### config.mk
export PLATFORM = sky130hd
export DESIGN_NAME = regfile_sb_flat
export DESIGN_NICKNAME = d
export VERILOG_FILES = /design/src/rtl/regfile_sb_pkg.sv /design/src/rtl/regfile_sb_if.sv /design/src/rtl/regfile_sb_scoreboard.sv /design/src/rtl/regfile_sb.sv /design/src/flat_wrapper.sv
export SDC_FILE = /design/constraint.sdc
export NUM_CORES = 2
export LEC_CHECK = 0
export CAP_MARGIN = 20
export CORE_UTILIZATION = 55
export DETAILED_ROUTE_END_ITERATION = 10
export HOLD_SLACK_MARGIN = 0.06
export PLACE_DENSITY = 0.73
export SYNTH_ARGS = -nofsm -noshare
export SYNTH_HDL_FRONTEND = slang
export SYNTH_SLANG_ARGS = --single-unit
### constraint.sdc
create_clock -name clk -period 3.55 [get_ports clk]
set_input_delay 0.8875 -clock clk [delete_from_list [all_inputs] [get_ports clk]]
set_output_delay 0.8875 -clock clk [all_outputs]
set_load 0.05 [all_outputs]
### src/rtl/regfile_sb_pkg.sv
// Shared constants and types for the register file with pending-write scoreboard.
package mips_pkg;
  localparam int DATA_W_DEF = 32;
  localparam int ADDR_W_DEF = 5;
  localparam int ZERO_REG   = 0;

  typedef logic [ADDR_W_DEF-1:0] reg_addr_t;
endpackage

### src/rtl/regfile_sb_if.sv
// Decode-stage bus for regfile_sb: read ports, writeback and issue/scoreboard signals.
interface regfile_sb_if
  import mips_pkg::*;
#(
  parameter int DATA_W = DATA_W_DEF,
  parameter int ADDR_W = ADDR_W_DEF,
  parameter int NUM_RD = 2
);
  logic [NUM_RD*ADDR_W-1:0] rd_addr;
  logic [NUM_RD*DATA_W-1:0] rd_data;
  logic [NUM_RD-1:0]        rd_busy;
  logic                     wr_en;
  logic [ADDR_W-1:0]        wr_addr;
  logic [DATA_W-1:0]        wr_data;
  logic                     issue_en;
  logic [ADDR_W-1:0]        issue_addr;
  logic                     issue_ready;
  logic [ADDR_W:0]          busy_cnt;

  modport master (
    output rd_addr, wr_en, wr_addr, wr_data, issue_en, issue_addr,
    input  rd_data, rd_busy, issue_ready, busy_cnt
  );

  modport slave (
    input  rd_addr, wr_en, wr_addr, wr_data, issue_en, issue_addr,
    output rd_data, rd_busy, issue_ready, busy_cnt
  );
endinterface

### src/rtl/regfile_sb_scoreboard.sv
// Pending-write scoreboard: per-register busy bits, issue acceptance and busy count.
module regfile_scoreboard
  import mips_pkg::*;
#(
  parameter int ADDR_W = ADDR_W_DEF
) (
  input  logic                     clk,
  input  logic                     rst_n,
  input  logic                     wr_en,
  input  logic [ADDR_W-1:0]        wr_addr,
  input  logic                     issue_en,
  input  logic [ADDR_W-1:0]        issue_addr,
  output logic                     issue_ready,
  output logic [(1<<ADDR_W)-1:0]   busy,
  output logic [ADDR_W:0]          busy_cnt
);
  localparam logic [ADDR_W-1:0] ZERO = ADDR_W'(ZERO_REG);

  logic wr_hit;
  logic set_en;
  logic rise;
  logic fall;

  // A writeback to the same register frees the slot for a new issue in the same cycle.
  always_comb begin
    wr_hit      = wr_en && (wr_addr != ZERO);
    issue_ready = !busy[issue_addr] || (wr_en && (wr_addr == issue_addr)) || (issue_addr == ZERO);
    set_en      = issue_en && issue_ready && (issue_addr != ZERO);
    rise        = set_en && !busy[issue_addr];
    fall        = wr_hit && busy[wr_addr] && !(set_en && (issue_addr == wr_addr));
  end

  // Set is applied after clear so a same-register set/clear keeps the bit high.
  always_ff @(posedge clk or negedge rst_n) begin
    if (!rst_n) begin
      busy     <= '0;
      busy_cnt <= '0;
    end else begin
      if (wr_hit) busy[wr_addr] <= 1'b0;
      if (set_en) busy[issue_addr] <= 1'b1;
      if (rise && !fall)
        busy_cnt <= busy_cnt + (ADDR_W+1)'(1);
      else if (fall && !rise)
        busy_cnt <= busy_cnt - (ADDR_W+1)'(1);
    end
  end
endmodule

### src/rtl/regfile_sb.sv
// Multi-port register file with pending-write scoreboard; r0 is hardwired to zero.
// Define REGFILE_BYPASS_EN to forward same-cycle writeback data and busy clear to reads.
module regfile_sb
  import mips_pkg::*;
#(
  parameter int DATA_W = DATA_W_DEF,
  parameter int ADDR_W = ADDR_W_DEF,
  parameter int NUM_RD = 2
) (
  input logic         clk,
  input logic         rst_n,
  regfile_sb_if.slave bus
);
  localparam int                DEPTH = 1 << ADDR_W;
  localparam logic [ADDR_W-1:0] ZERO  = ADDR_W'(ZERO_REG);

  logic [DATA_W-1:0] mem [DEPTH];
  logic [DEPTH-1:0]  busy;

  regfile_scoreboard #(.ADDR_W(ADDR_W)) u_scoreboard (
    .clk         (clk),
    .rst_n       (rst_n),
    .wr_en       (bus.wr_en),
    .wr_addr     (bus.wr_addr),
    .issue_en    (bus.issue_en),
    .issue_addr  (bus.issue_addr),
    .issue_ready (bus.issue_ready),
    .busy        (busy),
    .busy_cnt    (bus.busy_cnt)
  );

  always_ff @(posedge clk or negedge rst_n) begin
    if (!rst_n) begin
      for (int i = 0; i < DEPTH; i++) mem[i] <= '0;
    end else if (bus.wr_en && (bus.wr_addr != ZERO)) begin
      mem[bus.wr_addr] <= bus.wr_data;
    end
  end

  for (genvar k = 0; k < NUM_RD; k++) begin : g_rd
    logic [ADDR_W-1:0] addr;
    logic              byp;

    assign addr = bus.rd_addr[k*ADDR_W +: ADDR_W];
`ifdef REGFILE_BYPASS_EN
    assign byp = bus.wr_en && (bus.wr_addr == addr) && (addr != ZERO);
`else
    assign byp = 1'b0;
`endif
    // busy[0] can never be set, so r0 needs no special case on the busy path.
    assign bus.rd_data[k*DATA_W +: DATA_W] = (addr == ZERO) ? '0 :
                                             byp            ? bus.wr_data : mem[addr];
    assign bus.rd_busy[k] = busy[addr] && !byp;
  end
endmodule

### src/flat_wrapper.sv
// flat-port wrapper written by rule: the top's interface ports become plain ports
module regfile_sb_flat import mips_pkg::*;
#(
  parameter int DATA_W = DATA_W_DEF,
  parameter int ADDR_W = ADDR_W_DEF,
  parameter int NUM_RD = 2
)
  (clk, rst_n, bus_rd_addr, bus_wr_en, bus_wr_addr, bus_wr_data, bus_issue_en, bus_issue_addr, bus_rd_data, bus_rd_busy, bus_issue_ready, bus_busy_cnt);
  regfile_sb_if #(.DATA_W(DATA_W), .ADDR_W(ADDR_W), .NUM_RD(NUM_RD)) bus_i ();
  input logic clk;
  input logic rst_n;
  input wire logic [$bits(bus_i.rd_addr)-1:0] bus_rd_addr;
  input wire logic [$bits(bus_i.wr_en)-1:0] bus_wr_en;
  input wire logic [$bits(bus_i.wr_addr)-1:0] bus_wr_addr;
  input wire logic [$bits(bus_i.wr_data)-1:0] bus_wr_data;
  input wire logic [$bits(bus_i.issue_en)-1:0] bus_issue_en;
  input wire logic [$bits(bus_i.issue_addr)-1:0] bus_issue_addr;
  output wire logic [$bits(bus_i.rd_data)-1:0] bus_rd_data;
  output wire logic [$bits(bus_i.rd_busy)-1:0] bus_rd_busy;
  output wire logic [$bits(bus_i.issue_ready)-1:0] bus_issue_ready;
  output wire logic [$bits(bus_i.busy_cnt)-1:0] bus_busy_cnt;
  assign bus_i.rd_addr = bus_rd_addr;
  assign bus_i.wr_en = bus_wr_en;
  assign bus_i.wr_addr = bus_wr_addr;
  assign bus_i.wr_data = bus_wr_data;
  assign bus_i.issue_en = bus_issue_en;
  assign bus_i.issue_addr = bus_issue_addr;
  assign bus_rd_data = bus_i.rd_data;
  assign bus_rd_busy = bus_i.rd_busy;
  assign bus_issue_ready = bus_i.issue_ready;
  assign bus_busy_cnt = bus_i.busy_cnt;
  regfile_sb #(.DATA_W(DATA_W), .ADDR_W(ADDR_W), .NUM_RD(NUM_RD)) u_core (.clk(clk), .rst_n(rst_n), .bus(bus_i));
endmodule
==> out/qor.yml <==
pin_count: 129
end_kind: "output pin"
cpMaxStageDelayCell: "mux4_2"
cpPeakStageDelay_ps: 480
fillers: 6676
antenna_found_initial: 6
rsz0062_at_grt: "yes"
async_reset_ff_share_pct: 100
synth_area_per_cell_um2: 16.1
grt_max_degree: 113
yosysTopAreaCell: "dfrtp_1"
track_usage_pct: 35.0
die_h_um: 324
crit_arrival_ps: 2880
post_drt_wl_per_cell_um: 34.1
worstPathMaxFanout: 6
ant_nets: 0
yosysWarningCount: 0
gp_congestion: 0.927
cts.path.max_buffers: 3
clock_latency_ps: 730
port_buffers: 128
multi_input_area_um2: 28900
dp_slack_ps: -637
yosysMostFrequentCell: "dfrtp_1"
cts_inserted_buffers: 113
via_count: 37022
placed_cell_area_um2: 62500
yosys_register_bits: 1062
period_needed_ps: 3770
vdd_drop_max_v: 0.000446
synthCells: 3551
maxSlewHeadroom_pct: 29.7
cts_num_sinks: 1062
final_util_pct: 67.0
final_max_slew_viol_count: 0
path_class: "primary input to output pin"
path_clk_slew_ps: 70
synthTopCellsByArea: "dfrtp_1, mux4_2, mux2_2"
final.setup_skew_ps: 13.1
worstMarginPinSlew_ps: 1050
core_area_um2: 102000
drt_iter0_drc: 3646
fin_crit_sh_pct: 106
grt_pass1_wl_um: 265000
chipWidth_um: 324
synth_edf_count: 0
yosysSeqAreaShare_pct: 46.6
start_util_pct: 55.7
regArea_um2: 26600
hp-class: "primary input to async pin"
violations: "negative setup slack"
h-tree-depth: 3
dp.cells: 4969
final_area_um2: 68600
fp.dieArea_um2: 105000
synth_commonest_cells: "dfrtp_1, mux2_2, mux4_2"
cts_tree: "done"
hold_viol_final: 0
final.setup.worst_slack_ps: -215
cap_violations: 0
outcome: "finished, violations left"
area_delta_synth_final_pct: 20.2
hold_slack_ps: 138
fp-row-count: 117
power_density_nw_per_um2: 570
final_cells: 5282
cp_top_family: "multiplexers"
drt-vias-per-instance: 7.01
crit_path_cell_trace: "buf_16, buf_16, buf_12, buf_8, mux4_2, mux4_2, a21o_1, buf_6"
finalNetCount: 3884
netlist_area_um2: 57000
synthFlopType: "dfrtp_1"
drive_gt1_share_pct: 60.8
overflow: 0
finalSetupViolations: 65
critPathLaunchType: "primary input"
hpwl_um: 105000
ys_types: 52
grt_pass1_vias: 39512
cp.buffers_inverters: 5
drcViolationCount: 0
power.leakage_uw: 0.0299
syn-num-nets: 3613
totalWireLength_um: 180000
required_ps: 2660
yosysTopAreaCellShare_pct: 46.6
max_clock_freq_ghz: 0.266
drt-pass1-iter-count: 5
cts-root-buf: "clkbuf_16"
==> cells by family after synthesis <==
group                    share of synthesized area, %
adder cells (fa/ha/maj)                         0.145
flip-flops                                       46.6
AND/OR/NAND/NOR                                  1.04
buffers and inverters                            3.59
multiplexers                                     46.2
AO/OA/AOI/OAI                                    2.28
XOR/XNOR                                        0.138
==> sequential cells by signal, summed over array words and instances, names as in the netlist <==
name	cells
u_core.u_scoreboard.busy_cnt	6
u_core.u_scoreboard.busy	32
u_core.mem	1024
==> cell type report <==
| class | count | share of cell area, % |
|---|---|---|
| clock buffer | 158 | 4.80 |
| antenna | 2 | 0.00730 |
| sequential | 1062 | 38.8 |
| multi-input combinational | 2065 | 42.1 |
| inverter | 9 | 0.0529 |
| tap | 1368 | 2.50 |
| clock inverter | 47 | 0.949 |
| timing repair buffer | 571 | 10.8 |
==> metrics by stage <==
step / total power [uW] / setup TNS (ps)
finish: 39100 / -5830
floorplan: 22600 / -166
global placement: 25500 / -15130
detailed placement: 26100 / -15650
global route: 40500 / -7270
CTS: 39000 / -7480
==> worst paths after layout <==
| check | from | to | slack [ps] | cells past startpoint |
|---|---|---|---|---|
| min in group clk | u_core.mem[997] | u_core.mem[997] | 400 | 0 |
| setup / recovery | bus_rd_addr[5] | bus_rd_data[63] | -220 | 8 |
| setup reg to reg | u_core.u_scoreboard.busy[28] | u_core.u_scoreboard.busy_cnt[5] | 230 | 14 |
| hold / removal | rst_n | u_core.u_scoreboard.busy_cnt[5] | 140 | 1 |
| max in group asynchronous | rst_n | u_core.mem[429] | 2320 | 3 |
| hold reg to reg | u_core.mem[997] | u_core.mem[997] | 400 | 0 |
==> what timing repair did <==
| item | 4_1_cts | 5_1_grt |
|---|---|---|
| gates cloned | 20 | 5 |
| hold buffers | 0 | 0 |
| buffers inserted | 85 | 18 |
| endpoints found under the setup margin | 67 | 68 |
| resized for setup | 169 | 72 |
| pin swaps | 28 | 18 |
==> layout by cell type (no fill, tap or decap), drive strengths merged, types with 4 or more instances in the layout <==
master            n
xnor2             6
nor2             21
or3               4
buf             515
nand2            30
clkdlybuf4s50    45
o22ai            74
mux2i           149
nand3             4
mux2            995
ha                5
a21o             65
a21oi             4
nand3b            4
a22o              7
inv              13
nor2b            11
nor3              6
nand2b            7
clkbuf          163
o21ai            24
dfrtp          1062
bufinv           14
mux4            605
clkinv           24
nor4              7
o31ai            16
clkinvlp          5
==> where the power goes <==
| group | internal (uW) | switching, uW | total [uW] | leakage [uW] |
|---|---|---|---|---|
| clock network | 7460 | 5110 | 12600 | 0.00194 |
| registers | 14500 | 1970 | 16400 | 0.0136 |
| logic | 5900 | 4210 | 10100 | 0.0144 |
==> layer usage <==
metal	vias to the layer above	global-route usage (%)	wire length (um)
li1	14430	-	-
met1	20016	45.3	67100
met2	2008	56.1	86900
met3	562	7.85	16000
met4	6	17.3	9970
met5	-	0	42
==> worst reg2reg max path: cells and delay by family (launching register included) <==
family,cells,cell delay (ps)
multiplexers,4,920
flip-flops,1,490
adder cells (fa/ha/maj),2,460
AND/OR/NAND/NOR,1,420
AO/OA/AOI/OAI,3,410
buffers and inverters,3,350
XOR/XNOR,1,160
No activity file was read; power rests on OpenSTA's default activity.
